<file path="src/rtl/mips_pkg.sv">
// rtl/mips_pkg.sv - MIPS opcode/funct constants, register ids and sequencer types
package mips_pkg;

    localparam logic [5:0] OP_RTYPE = 6'h00;
    localparam logic [5:0] OP_J     = 6'h02;
    localparam logic [5:0] OP_JAL   = 6'h03;
    localparam logic [5:0] OP_BEQ   = 6'h04;
    localparam logic [5:0] OP_BNE   = 6'h05;
    localparam logic [5:0] OP_ADDI  = 6'h08;
    localparam logic [5:0] OP_SLTI  = 6'h0A;
    localparam logic [5:0] OP_ANDI  = 6'h0C;
    localparam logic [5:0] OP_ORI   = 6'h0D;
    localparam logic [5:0] OP_LUI   = 6'h0F;
    localparam logic [5:0] OP_LW    = 6'h23;
    localparam logic [5:0] OP_SW    = 6'h2B;

    localparam logic [5:0] FN_JR    = 6'h08;

    localparam logic [4:0] REG_ZERO = 5'd0;
    localparam logic [4:0] REG_RA   = 5'd31;

    typedef enum logic [2:0] {
        ST_IDLE,
        ST_READ,
        ST_ISSUE,
        ST_WAIT_RES,
        ST_WRITE
    } rf_state_t;

    // Instruction fields the sequencer needs; shamt and the immediate are not kept.
    typedef struct packed {
        logic [5:0] opcode;
        logic [4:0] rs;
        logic [4:0] rt;
        logic [4:0] rd;
        logic [5:0] funct;
    } instr_fields_t;

endpackage

</file>
<file path="src/rtl/rf_dest_decode.sv">
// rtl/rf_dest_decode.sv - maps an instruction to {writes, destination register}
//   opcode/rt/rd/funct : instruction fields
//   writes             : instruction produces a register write-back
//   dest               : destination register (rd for R-type, 31 for jal, rt otherwise)
module rf_dest_decode
    import mips_pkg::*;
#(
    parameter int ADDR_W = 5
) (
    input  logic [5:0]        opcode,
    input  logic [4:0]        rt,
    input  logic [4:0]        rd,
    input  logic [5:0]        funct,
    output logic              writes,
    output logic [ADDR_W-1:0] dest
);

    always_comb begin
        writes = 1'b0;
        dest   = ADDR_W'(rt);
        case (opcode)
            OP_RTYPE: begin
                writes = (funct != FN_JR);
                dest   = ADDR_W'(rd);
            end
            OP_JAL: begin
                writes = 1'b1;
                dest   = ADDR_W'(REG_RA);
            end
            OP_ADDI, OP_SLTI, OP_ANDI, OP_ORI, OP_LUI, OP_LW: begin
                writes = 1'b1;
            end
            OP_SW, OP_BEQ, OP_BNE, OP_J: begin
                writes = 1'b0;
            end
            default: begin
                writes = 1'b0;
            end
        endcase
    end

endmodule

</file>
<file path="src/rtl/rf_access_ctrl.sv">
// rtl/rf_access_ctrl.sv - register file read/operand issue/write-back sequencer
//   CLK/RST                   : clock, synchronous active-high reset
//   INSTR_VALID/READY, INSTR  : instruction intake, accepted only in IDLE
//   RFRA1/2, RFRD1/2          : register file read port (rs, rt)
//   OPS_VALID/READY, OPA/OPB  : operands to execute
//   RES_VALID/READY, RES_DATA : result from execute
//   RFWE/RFWA/RFWD            : registered write-back port
module rf_access_ctrl
    import mips_pkg::*;
#(
    parameter int DATA_W = 32,
    parameter int ADDR_W = 5
) (
    input  logic              CLK,
    input  logic              RST,
    input  logic              INSTR_VALID,
    output logic              INSTR_READY,
    input  logic [31:0]       INSTR,
    output logic [ADDR_W-1:0] RFRA1,
    output logic [ADDR_W-1:0] RFRA2,
    input  logic [DATA_W-1:0] RFRD1,
    input  logic [DATA_W-1:0] RFRD2,
    output logic              OPS_VALID,
    input  logic              OPS_READY,
    output logic [DATA_W-1:0] OPA,
    output logic [DATA_W-1:0] OPB,
    input  logic              RES_VALID,
    output logic              RES_READY,
    input  logic [DATA_W-1:0] RES_DATA,
    output logic              RFWE,
    output logic [ADDR_W-1:0] RFWA,
    output logic [DATA_W-1:0] RFWD
);

    rf_state_t     state_q, state_d;
    instr_fields_t instr_q, instr_d;
    logic [DATA_W-1:0] opa_q, opa_d;
    logic [DATA_W-1:0] opb_q, opb_d;
    logic              rfwe_q, rfwe_d;
    logic [ADDR_W-1:0] rfwa_q, rfwa_d;
    logic [DATA_W-1:0] rfwd_q, rfwd_d;

    logic              dest_writes;
    logic [ADDR_W-1:0] dest_reg;

    // shamt plays no part in operand fetch or write-back
    logic unused_shamt;
    assign unused_shamt = ^INSTR[10:6];

    rf_dest_decode #(
        .ADDR_W (ADDR_W)
    ) u_dest_decode (
        .opcode (instr_q.opcode),
        .rt     (instr_q.rt),
        .rd     (instr_q.rd),
        .funct  (instr_q.funct),
        .writes (dest_writes),
        .dest   (dest_reg)
    );

    always_comb begin
        state_d     = state_q;
        instr_d     = instr_q;
        opa_d       = opa_q;
        opb_d       = opb_q;
        rfwe_d      = 1'b0;
        rfwa_d      = rfwa_q;
        rfwd_d      = rfwd_q;
        INSTR_READY = 1'b0;
        OPS_VALID   = 1'b0;
        RES_READY   = 1'b0;

        case (state_q)
            ST_IDLE: begin
                INSTR_READY = 1'b1;
                if (INSTR_VALID) begin
                    instr_d = '{opcode: INSTR[31:26], rs: INSTR[25:21], rt: INSTR[20:16],
                                rd: INSTR[15:11], funct: INSTR[5:0]};
                    state_d = ST_READ;
                end
            end
            ST_READ: begin
                // The register file does not hardwire $0, so mask it here.
                opa_d   = (instr_q.rs == REG_ZERO) ? '0 : RFRD1;
                opb_d   = (instr_q.rt == REG_ZERO) ? '0 : RFRD2;
                state_d = ST_ISSUE;
            end
            ST_ISSUE: begin
                OPS_VALID = 1'b1;
                if (OPS_READY) begin
                    state_d = ST_WAIT_RES;
                end
            end
            ST_WAIT_RES: begin
                RES_READY = 1'b1;
                if (RES_VALID) begin
                    rfwa_d = dest_reg;
                    rfwd_d = RES_DATA;
                    // A write to $0 is swallowed: result accepted, no write-back cycle.
                    if (dest_writes && (dest_reg != '0)) begin
                        rfwe_d  = 1'b1;
                        state_d = ST_WRITE;
                    end else begin
                        state_d = ST_IDLE;
                    end
                end
            end
            ST_WRITE: begin
                state_d = ST_IDLE;
            end
            default: begin
                state_d = ST_IDLE;
            end
        endcase
    end

    always_ff @(posedge CLK) begin
        if (RST) begin
            state_q <= ST_IDLE;
            instr_q <= '0;
            opa_q   <= '0;
            opb_q   <= '0;
            rfwe_q  <= 1'b0;
            rfwa_q  <= '0;
            rfwd_q  <= '0;
        end else begin
            state_q <= state_d;
            instr_q <= instr_d;
            opa_q   <= opa_d;
            opb_q   <= opb_d;
            rfwe_q  <= rfwe_d;
            rfwa_q  <= rfwa_d;
            rfwd_q  <= rfwd_d;
        end
    end

    assign RFRA1 = ADDR_W'(instr_q.rs);
    assign RFRA2 = ADDR_W'(instr_q.rt);
    assign OPA   = opa_q;
    assign OPB   = opb_q;
    assign RFWE  = rfwe_q;
    assign RFWA  = rfwa_q;
    assign RFWD  = rfwd_q;

endmodule

</file>
<file path="config.mk">
export PLATFORM = sky130hd
export DESIGN_NAME = rf_access_ctrl
export DESIGN_NICKNAME = d
export VERILOG_FILES = /design/src/rtl/mips_pkg.sv /design/src/rtl/rf_dest_decode.sv /design/src/rtl/rf_access_ctrl.sv
export SDC_FILE = /design/constraint.sdc
export NUM_CORES = 1
export LEC_CHECK = 0
export BUFFER_PORTS_ARGS = -buffer_cell sky130_fd_sc_hd__buf_2
export CORE_MARGIN = 3
export CORE_UTILIZATION = 45
export DETAILED_ROUTE_END_ITERATION = 6
export GPL_TIMING_DRIVEN = 1
export PLACE_DENSITY = 0.79
export SLEW_MARGIN = 20
export SYNTH_ARGS = -nofsm -noshare
export SYNTH_HDL_FRONTEND = slang
export SYNTH_SLANG_ARGS = --single-unit
</file>
<file path="constraint.sdc">
create_clock -name CLK -period 1.7 [get_ports CLK]
set_input_delay 0.34 -clock CLK [delete_from_list [all_inputs] [get_ports CLK]]
set_output_delay 0.34 -clock CLK [all_outputs]
set_load 0.05 [all_outputs]
</file>
* Word-level counts from Yosys, hierarchy flattened
Cells that the tools add are included.
** Storage, ports and cells
- Flip-flop bits (word level) :: 132
- Output and inout port bits :: 115
- Logic and storage cells :: 51
** Cells by class
- Equal/unequal tests :: 14
- Muxes and demuxes :: 13
- Bitwise gates (word level) :: 2
- Reductions and logical operators :: 11
** Operators by type and width (number)
- 32-bit two-way mux :: 2
- 6-bit by 4-bit == test with 1-bit output (second input constant) :: 5
- 3-bit two-way mux :: 4
- 3-bit one-hot mux with 4 select lines :: 1
- 5-bit zero test :: 2
- 5-bit one-hot mux with 2 select lines :: 1
- 7-bit OR reduction :: 1
- 3-bit by 2-bit == test with 1-bit output (second input constant) :: 2
- 6-bit by 2-bit == test with 1-bit output (second input constant) :: 1
- 6-bit == test (second input constant) :: 1
- 6-bit zero test :: 1
- 2-bit != test (second input constant) :: 3
- 6-bit by 4-bit != test with 1-bit output (second input constant) :: 1
- 5-bit nonzero test :: 1
- 1-bit two-way mux :: 4
- 2-bit AND reduction :: 2
- 3-bit by 1-bit == test with 1-bit output (second input constant) :: 1
- 3-bit zero test :: 1
- 3-bit AND reduction :: 1
- 3-bit OR reduction :: 1
- 1-bit NOT :: 2
- 1-bit one-hot mux with 2 select lines :: 1
- 1-bit logical AND :: 1

* Longest topological paths before layout
- Depth after elaboration :: 7
- Gate-level depth with buffers :: 6
- Mapped depth without buffers :: 4

* By module
A second synthesis with hierarchy kept.
** Second synthesis, totals
- Cell total of the unflattened synthesis :: 492
- Area, all modules :: 4708.3 µm²
** By module, submodules not included
- rf_access_ctrl :: times used 1, cells an instance 462, area each 4519.3 µm², seq. area each 2642.5 µm²
- rf_dest_decode :: times used 1, cells an instance 30, area each 188.9 µm², seq. area each 0.0 µm²

* Least setup slack after synthesis
OpenSTA, ideal clock, no wires.
- Kind :: register -> output
- From :: register state_q[1]
- To :: output port INSTR_READY
- Arrival time :: 1528 ps
- Data required time :: 1360 ps
- Setup slack :: -168 ps
- Cell stages (with the launch flop) :: 3
- Path buffers :: 1
- Path through :: dfxtp_1 -> buf_4 -> nor3_1
** Between the ends
- Word-level cells in the longest chain between the ends :: 2
** Ends and longest elaborated chain
- from (decl) :: line rf_access_ctrl.sv:35 : rf_state_t state_q, state_d;
- from (signal assigned) :: line rf_access_ctrl.sv:127 : state_q <= state_d;
- 3-bit zero test :: line rf_access_ctrl.sv:73 : case (state_q)
- 1-bit two-way mux :: line rf_access_ctrl.sv:73
- to (decl) :: line rf_access_ctrl.sv:17 : output logic INSTR_READY,
Every way passes these cells.

* Worst setup path after layout
- From :: register state_q[1]
- To :: output port OPS_VALID
** Between the ends
- Word-level cells in the longest chain between the ends :: 2
** Ends and longest elaborated chain
- 3-bit by 2-bit == test with 1-bit output :: line rf_access_ctrl.sv:73
- 1-bit two-way mux :: line rf_access_ctrl.sv:73
- to (decl) :: line rf_access_ctrl.sv:23 : output logic OPS_VALID,
Every way passes these cells.

==> results.md <==
- Startpoint type of the worst setup path: flop
- Average size of a mapped cell: around 8.5 um^2
- # DRC: 0
- Slew of the pin with the lowest slew margin: 0.5880 ns
- Cell at the root of the clock tree: clkbuf_8
- Final Hold Fails: 0
- Slew Limit Fails: 0
- Cells after DPL: a little over 900
- Peak clock frequency supported by timing: 599.0 MHz
- CP arrival: between 1 and 1.5 ns
- Time the final worst path needs with I/O delays and setup: 1.670 ns
- TritonCTS clock tree: built
- Startpoint of the worst-slack reg-to-reg timing path: state_q[1]
- Area Growth Syn to Fin: 40.03%
- Share of final-layout standard cells stronger than drive strength 1: a little under two fifths
- Final wirelength: about 14000 um
- Terminus of the critical flop-to-flop path: OPA[22]
- Number of nets with antenna violations after routing: 0
- Width of the chip: 110.9 um
- Cts-stage hold buffer count: 0
- Initial antenna violation count: 0
- Clock Latency Late Sink: just over 0.5 ns
- Reg-to-reg slack, setup: 0.06 ns
- Total of flip-flops plus latches after synthesis: 132
- Die height: ~110 um
- Count of different cell masters after synthesis: 33
- Top-area cell type share of the netlist area: 53.33%
- Detail-routed via count per cell: between 5 and 6
- Worst slack, placed: around 0.15 ns
- Depth of the CTS H-tree: 4
- Count of routing violations after the opening detailed-route iteration: 331
- Total of max-cap violations: 0
- Setup crit start: state_q[1]
- Global-route wire length before repair: 23000 um
- Port-buffer cells: 242
- Worst slew margin: 60.80%
- Gate count after technology mapping: around 590
- Worst Clk Skew: 0.006304 ns
- Crit Path Category: flop to primary output
- Final global-route overflow total: 0
- WL per Instance: 14.67 um
- PD cells: 1191 nW/um^2
- Data required time of the worst path: 1.36 ns
- DIE AREA: 12310 um^2
- Worst Path Max Fanout: 3
- Detailed Place HPWL: 10120 um
- FP Rows: 37
- Hold Path Class: input port to flop
- GP Congestion: between 0.8 and 0.9
- Period utilisation layout: 98.21%
- Syn_nets: 718
- First-pass detailed-route iteration total: 5
- RSZ-0062 raised after global routing: yes
- Largest net degree at the start of global routing: 58
- Placeable core region: approximately 11000 um^2
- # nets final: ~950
- Share of the core filled with cells in the final layout: 66.02%
- Via count: 4913
- Number of sinks driven by the clock tree: 132
- Result of the run: complete, no violations
- I/O pin cnt: 248
- Most common cell after layout, fill and taps aside: buf_2
- Total number of yosys warnings: 0
- Capture point of the critical path: OPS_VALID
- Total CTS buffers: 17
- Kind of end point of the critical path: primary output
- Buffer levels on the longest clock path: 2
- Least setup slack across all paths after layout: 0.03042 ns
- Total global routing track utilization: 22.50%
- Largest area contributor in the netlist: dfxtp_1
- Worst Reg2Reg Path Length in Cells: 6
- Post-Place Cell Area: 6177 um^2
- Cell Area, Synth: 4955 um^2
- Hold wc startpoint: RFRD1[17]
- Vias in the first global route: just under 5000
- Number of diodes: 0
- Worst-path clk slew: around 0.06 ns
- Final instance area: approximately 6900 um^2
- Total setup violations reported at the end of the flow: 0
- Cell types with the largest area share after synthesis: dfxtp_1 (53%), nand2_1 (12%), a21oi_1 (9.4%)
- FILL cells: 864
- Effective utilization at floorplan: between 40% and 50%
- Part of the Yosys area used for sequential elements: 53.33%
- Pleak: 0.003127 uW
- Leading cell types in the layout, fill and taps excluded: buf_2 (238), nand2_1 (153), dfxtp_1 (129)
- VDD IR-drop max: about 660 uV
- Number of standard cells in the final layout excluding fillers: 967
[cell usage after synthesis]
cell type,n
a21oi_1,93
nor3_1,7
nor4b_1,1
nand2_1,153
clkbuf_1,23
inv_1,3
nand3_2,1
nor4_2,1
nor3_2,1
o21ai_0,2
nor4b_4,1
o21ai_1,1
a221oi_1,1
buf_4,11
mux2i_1,6
or3b_4,1
nand4b_1,1
or4_1,1
buf_6,9
nand2b_1,4
buf_2,11
nor2_2,1
nor3b_1,1
a211oi_1,7
nand3_1,33
nor2_1,43
dfxtp_1,132
a21oi_4,1
a31oi_1,1
a22oi_1,28
a22oi_2,4
o32ai_2,1
a21boi_0,1
[worst min-delay path by stage]
stage / to / slack (ns) / depth (start not counted)
2_1_floorplan: instr_q[3] / 0.43 / 2
3_3_place_gp: OPB[30] / 0.44 / 2
3_5_place_dp: OPB[28] / 0.44 / 2
4_1_cts: OPA[20] / 0.04 / 3
5_1_grt: instr_q[8] / 0.04 / 3
6_report: OPA[17] / 0.06 / 3
[critical path, stage by stage, from the launching register on]
cell and delay (ns):
dfxtp_4 0.38, buf_6 0.11, nand2b_4 0.07, nor2_4 0.11
buf_8 0.15
[stage by stage]
stage               hold slack (ns)   TNS, ns  total power (uW)
floorplan                    0.4316         0              4267
global placement             0.4364         0              4587
detailed placement           0.4415         0              4621
CTS                         0.04059  -0.03513              8298
global route                0.04474  -0.06996              8581
finish                      0.06310         0              8266
[what timing repair did]
item / 4_1_cts / 5_1_grt
setup buffers: 5 / 3
setup endpoints to repair: 3 / 8
resized for setup: 21 / 1
gates cloned: 0 / 1
pin swaps: 2 / 3
[power breakdown]
part	internal, uW	switching (uW)
registers	3230	89.3
clock network	2340	1300
logic	434	875
total	6000	2260
[cell type report]
cell class / count / area (um^2) / share of cell area (%)
well taps: 136 / 170.2 / 2.453
clock buffers: 23 / 466.7 / 6.727
multi-input cells: 396 / 2011 / 28.98
flip-flops and latches: 132 / 2651 / 38.21
repair buffers: 268 / 1501 / 21.64
inverters: 3 / 11.26 / 0.1623
clock inverters: 9 / 126.4 / 1.821
[registers in the layout (all words and copies together) (netlist names)]
register and count:
OPA 32, OPB 32, RFWD 32, instr_q 17
RFRA1 5, RFRA2 5, RFWA 5, state_q 3
RFWE 1
[cell families (layout without fill, tap and decap cells)]
| logic type | after synthesis | count (layout) | synth area share, % |
|---|---|---|---|
| mux | 6 | 6 | 1.212 |
| flops | 132 | 132 | 53.33 |
| compound gates | 140 | 140 | 17.12 |
| simple gates | 250 | 250 | 21.54 |
| buf+inv | 57 | 303 | 6.793 |
[routing by layer]
metal	up-vias	global-route usage, %	routed length [um]
li1	2437	-	-
met1	2262	26.07	5651
met2	193	39.81	7338
met3	21	5.295	923
met4	0	9.195	270
met5	-	0	0
(Power assumes the default switching activity.)
